File: config.mk
export PLATFORM = sky130hd
export DESIGN_NAME = press_decoder
export DESIGN_NICKNAME = d
export VERILOG_FILES = /design/src/rtl/press_decoder.sv
export SDC_FILE = /design/constraint.sdc
export NUM_CORES = 1
export LEC_CHECK = 0
export ABC_AREA = 1
export ABC_CLOCK_PERIOD_IN_PS = 1500
export CELL_PAD_IN_SITES_DETAIL_PLACEMENT = 0
export CELL_PAD_IN_SITES_GLOBAL_PLACEMENT = 1
export CORE_UTILIZATION = 38
export CTS_CLUSTER_DIAMETER = 120
export DETAILED_ROUTE_END_ITERATION = 16
export PLACE_DENSITY = 0.86
export SYNTH_ARGS = -nofsm -noshare
export SYNTH_HDL_FRONTEND = slang
export SYNTH_SLANG_ARGS = --single-unit
File: constraint.sdc
create_clock -name clk50m -period 1.5 [get_ports clk50m]
set_input_delay 0.15 -clock clk50m [delete_from_list [all_inputs] [get_ports clk50m]]
set_output_delay 0.15 -clock clk50m [all_outputs]
set_load 0.02 [all_outputs]
File: src/rtl/press_decoder.sv
// Classifies debounced switch press/release pulses into short, long and double
// presses, with a running count of classified events.
module press_decoder #(
  parameter int LONG_CLKS = 50,
  parameter int DBL_CLKS  = 20
) (
  input  logic       clk50m,
  input  logic       rst_n,
  input  logic       sw_hi,
  input  logic       sw_lo,
  output logic       short_p,
  output logic       long_p,
  output logic       dbl_p,
  output logic       busy,
  output logic [7:0] evt_cnt
);

  // state  | meaning
  // IDLE   | waiting for a first press
  // PRESS1 | first press held, long timer running
  // LONG   | long press already reported, waiting for release
  // WAIT2  | released, waiting for a second press within the gap
  // PRESS2 | second press held, double reported on release
  typedef enum logic [2:0] {IDLE, PRESS1, LONG, WAIT2, PRESS2} state_t;

  // tmr reads N-1 on the Nth cycle after entering a state. Timeout pulses are
  // registered one cycle early so they appear exactly on the timeout cycle.
  localparam logic [15:0] LONG_LAST = 16'(LONG_CLKS - 1);
  localparam logic [15:0] LONG_WARN = 16'(LONG_CLKS - 2);
  localparam logic [15:0] DBL_LAST  = 16'(DBL_CLKS - 1);
  localparam logic [15:0] DBL_WARN  = 16'(DBL_CLKS - 2);

  state_t      state;
  logic [15:0] tmr;
  logic        hi_only;
  logic        lo_only;

  // Simultaneous press and release pulses cancel each other out.
  assign hi_only = sw_hi & ~sw_lo;
  assign lo_only = sw_lo & ~sw_hi;

  always_ff @(posedge clk50m) begin
    if (!rst_n) begin
      state   <= IDLE;
      tmr     <= '0;
      short_p <= 1'b0;
      long_p  <= 1'b0;
      dbl_p   <= 1'b0;
      busy    <= 1'b0;
      evt_cnt <= '0;
    end else begin
      short_p <= 1'b0;
      long_p  <= 1'b0;
      dbl_p   <= 1'b0;
      if (tmr != 16'hFFFF) tmr <= tmr + 16'd1;
      case (state)
        IDLE: begin
          if (hi_only) begin
            state <= PRESS1;
            tmr   <= '0;
            busy  <= 1'b1;
          end
        end
        PRESS1: begin
          if (tmr >= LONG_LAST) begin
            state <= LONG;
            tmr   <= '0;
          end else if (lo_only) begin
            state <= WAIT2;
            tmr   <= '0;
          end else if (tmr == LONG_WARN) begin
            long_p  <= 1'b1;
            evt_cnt <= evt_cnt + 8'd1;
          end
        end
        LONG: begin
          if (lo_only) begin
            state <= IDLE;
            tmr   <= '0;
            busy  <= 1'b0;
          end
        end
        WAIT2: begin
          if (tmr >= DBL_LAST) begin
            state <= IDLE;
            tmr   <= '0;
            busy  <= 1'b0;
          end else if (hi_only) begin
            state <= PRESS2;
            tmr   <= '0;
          end else if (tmr == DBL_WARN) begin
            short_p <= 1'b1;
            evt_cnt <= evt_cnt + 8'd1;
          end
        end
        PRESS2: begin
          if (lo_only) begin
            state   <= IDLE;
            tmr     <= '0;
            busy    <= 1'b0;
            dbl_p   <= 1'b1;
            evt_cnt <= evt_cnt + 8'd1;
          end
        end
        default: begin
          state <= IDLE;
          tmr   <= '0;
          busy  <= 1'b0;
        end
      endcase
    end
  end

endmodule

==> metrics.md <==
| Metric | Value |
|---|---|
| First-pass GRT wire length | `8160 um` |
| Full die area | `5250 sq um` |
| Relative slew slack | `0.725` |
| Initial antenna violation count | `0` |
| Mux contribution to synthesized area | `0.00531` |
| Final ANT Viol Nets | `0` |
| Post-Synth Simple-Gate Area | `0.383` |
| Hold Crit Class | `flip-flop to flip-flop` |
| RSZ-0062 raised after global routing | `true` |
| Area Growth Syn to Fin | `51.0%` |
| Clock slew at the register clock pins of the worst setup and hold paths | `0.07 ns` |
| IO Count | `16` |
| Worst Tran Pin Value | `0.409 ns` |
| DR WL/cell | `12.3 um` |
| Hold slack | `0.447 ns` |
| Adder-Cell Fraction of Synth Area | `0.0332` |
| Hold Startpoint | `busy$_SDFFE_PN0P_` |
| Routability congestion estimate | `0.848` |
| Layout Nets | `340` |
| Vias per cell | `4.83` |
| Fmax | `624 MHz` |
| Via count | `1927` |
| Largest family of logic cells by synthesized area | `simple AND/OR/NAND/NOR gates` |
| # setup viols final | `28` |
| Worst-Skew Late Latency | `0.29 ns` |
| Antenna Cells | `0` |
| Worst Slack Setup Final | `-0.103 ns` |
| Total length of routed wires | `4920 um` |
| Syn_area_per_cell | `7.31 sq um` |
| Share of layout cells above drive strength 1 | `0.428` |
| #FFs+latches synth | `31` |
| Final hold violations | `0` |
| Post-synthesis sequential area ratio | `0.329` |
| DRT Pass-1 Iters | `4` |
| Sw Pwr | `1.45 mW` |
| CP Class | `flip-flop to flip-flop` |
| Critical path data arrival time | `1.78 ns` |
| Maxcap violations | `0` |
| Largest net degree at the start of global routing | `11` |
| Row cnt | `25` |
| Reg2reg start | `tmr[0]$_SDFF_PN0_` |
| Max Slew Vio Count | `0` |
| Synth Area in XOR/XNOR | `0.0789` |
| CTS Root Cell | `clkbuf_8` |
| Max Root-Sink Buffers | `2` |
| CTS tree | `yes` |
| Fin crit share | `1.07` |
| H-tree Lvls | `2` |
| Post-Synthesis Cell Area | `1890 sq um` |
| Starting DRC count in detailed routing | `73` |
| Clk_skew | `0.00599 ns` |
| CORE AREA | `4750 sq um` |
| Req. time, crit path | `1.68 ns` |
| Switch share | `0.402` |
| P_int | `2.16 mW` |
| HPWL Detailed | `3330 um` |
| Overall power | `3.61 mW` |
| Clock power share | `0.244` |
| Vias in the first global route | `1839` |
| Synth unique cells | `31` |
| Die Ht | `72.5 um` |
| Max Fanout on Critical Path | `4` |
| Compound-Gate Fraction of Synth Area | `0.0962` |
| Worst Setup Start Kind | `flip-flop` |
| Synth warn | `0` |
| CTS Buf Count | `5` |
| Failing checks | `negative setup slack` |
| # fillers | `428` |
| CP Launch Point | `tmr[0]$_SDFF_PN0_` |
| Net Count, Synth | `267` |
| Worst VDD drop | `0.810 mV` |
| Die X | `72.5 um` |
| Leakage | `1.22 nW` |
| Minimum clock period | `1.60 ns` |
| Flop pwr share | `0.286` |
| Initial Util | `0.397` |
| Gr usage total | `0.203` |
| GR Overflow Total | `0` |
| Worst setup EP type | `flip-flop` |
| Gate power share | `0.470` |
| IO Port Bufs | `15` |
| Clk sinks | `31` |
| Pwr Density | `1270 nW/um^2` |
| Cells after Synth | `258` |
| Status | `finished, violations left` |
| DRC violations left | `0` |
==> worst paths after layout <==
path / slack, ns / cells after the start / to
max: -0.10 / 12 / state[1]$_SDFFE_PN0P_
min: 0.45 / 2 / busy$_SDFFE_PN0P_
max reg2reg: -0.10 / 12 / state[1]$_SDFFE_PN0P_
min reg2reg: 0.45 / 2 / busy$_SDFFE_PN0P_
==> cell usage after synthesis <==
cell / number / area share
nor2_2: 8 / 0.027
a21oi_2: 3 / 0.014
xnor2_1: 2 / 0.0093
nand2_1: 56 / 0.11
clkinv_1: 1 / 0.0020
nand2_4: 1 / 0.0060
nand3_2: 2 / 0.011
dfxtp_1: 31 / 0.33
clkbuf_1: 1 / 0.0020
inv_2: 1 / 0.0020
nor3_1: 10 / 0.027
o21ai_1: 1 / 0.0026
buf_6: 1 / 0.0060
xor2_1: 15 / 0.070
o22ai_1: 1 / 0.0033
o21ai_0: 5 / 0.013
ha_1: 5 / 0.033
nor2_4: 6 / 0.036
nor4_1: 3 / 0.0099
mux2i_1: 1 / 0.0053
nand2_2: 3 / 0.0099
a31oi_4: 1 / 0.011
nand4_1: 8 / 0.027
nand3_1: 18 / 0.048
nor3_2: 3 / 0.016
a21oi_1: 18 / 0.048
nor2_1: 19 / 0.038
o211ai_1: 1 / 0.0040
buf_2: 1 / 0.0026
nand3_4: 2 / 0.019
inv_1: 30 / 0.060
==> per-stage QoR <==
stage | instances | utilization | instance area (sq um) | setup TNS [ns] | worst slack (ns)
global route | 399 | 0.599 | 2850 | -4.14 | -0.185
floorplan | 258 | - | 1930 | -0.00785 | -0.00151
global placement | 379 | 0.517 | 2460 | -3.35 | -0.220
CTS | 397 | 0.577 | 2740 | -1.38 | -0.0801
finish | 399 | 0.599 | 2850 | -1.58 | -0.103
detailed placement | 379 | 0.517 | 2460 | -4.06 | -0.198
==> power groups by stage <==
stage / Clock [mW] / Combinational (mW) / Sequential, mW
floorplan: 0 / 0.909 / 1.05
global placement: 0 / 1.33 / 1.02
detailed placement: 0 / 1.32 / 1.02
CTS: 0.892 / 1.53 / 1.02
global route: 0.928 / 1.84 / 1.04
finish: 0.880 / 1.70 / 1.03
==> cell usage in the layout, fill, tap and decap left out, drive strengths merged <==
| master | Yosys | routed |
|---|---|---|
| clkbuf | 1 | 6 |
| o22ai | 1 | 1 |
| xnor2 | 2 | 2 |
| a21oi | 21 | 21 |
| o21ai | 6 | 6 |
| nor3 | 13 | 13 |
| clkdlybuf4s50 | 0 | 10 |
| xor2 | 15 | 15 |
| bufinv | 0 | 1 |
| nor4 | 3 | 3 |
| nor2 | 33 | 35 |
| o211ai | 1 | 1 |
| nand3 | 22 | 23 |
| buf | 2 | 51 |
| a31oi | 1 | 1 |
| dfxtp | 31 | 31 |
| ha | 5 | 5 |
| dlymetal6s2s | 0 | 5 |
| nand4 | 8 | 8 |
| mux2i | 1 | 1 |
| nand2 | 60 | 60 |
| inv | 31 | 31 |
| clkinv | 1 | 2 |
==> critical path, cell delays in order (launching register included) <==
cell     delay [ns]
dfxtp_4        0.40
ha_4           0.16
inv_4          0.04
nand2_1        0.07
nand2_2        0.06
nand3_2        0.08
nor2_2         0.05
nand2_2        0.08
nand3_4        0.12
buf_4          0.16
buf_6          0.10
a21oi_1        0.13
nor2_1         0.05
==> registers in the layout (all words and copies together), names as in the netlist <==
register / count
state: 3
tmr: 16
short_p: 1
dbl_p: 1
evt_cnt: 8
busy: 1
long_p: 1
==> layout make-up <==
| cell class | count | area (sq um) | area share |
|---|---|---|---|
| Multi-Input combinational cell | 195 | 1330 | 0.468 |
| Timing Repair Buffer | 66 | 549 | 0.193 |
| Sequential cell | 31 | 638 | 0.224 |
| Inverter | 32 | 128 | 0.0448 |
| Tap cell | 67 | 83.8 | 0.0294 |
| Clock buffer | 6 | 82.6 | 0.0290 |
| Clock inverter | 2 | 35.0 | 0.0123 |
==> routing by layer <==
metal | share of wire | track usage | up-vias
met3 | 0.034 | 0.0486 | 9
met2 | 0.50 | 0.360 | 34
met5 | 0 | 0 | -
met1 | 0.46 | 0.244 | 894
met4 | 0.012 | 0.0523 | 0
li1 | - | - | 990
==> cell families after synthesis <==
family          count (synthesis)
mux                             1
compound gates                 30
xor+xnor                       17
fa+ha+maj                       5
simple gates                  139
flops                          31
buf+inv                        35
==> timing repair <==
item                                   in CTS  in global routing
setup buffers                               7                  4
gates cloned                                3                  0
hold buffers                                0                  0
endpoints found under the hold margin       0                  0
pin swaps                                  20                 11
resized for setup                          25                 36
setup endpoints to repair                  25                 35
No activity file was read; power rests on OpenSTA's default activity.
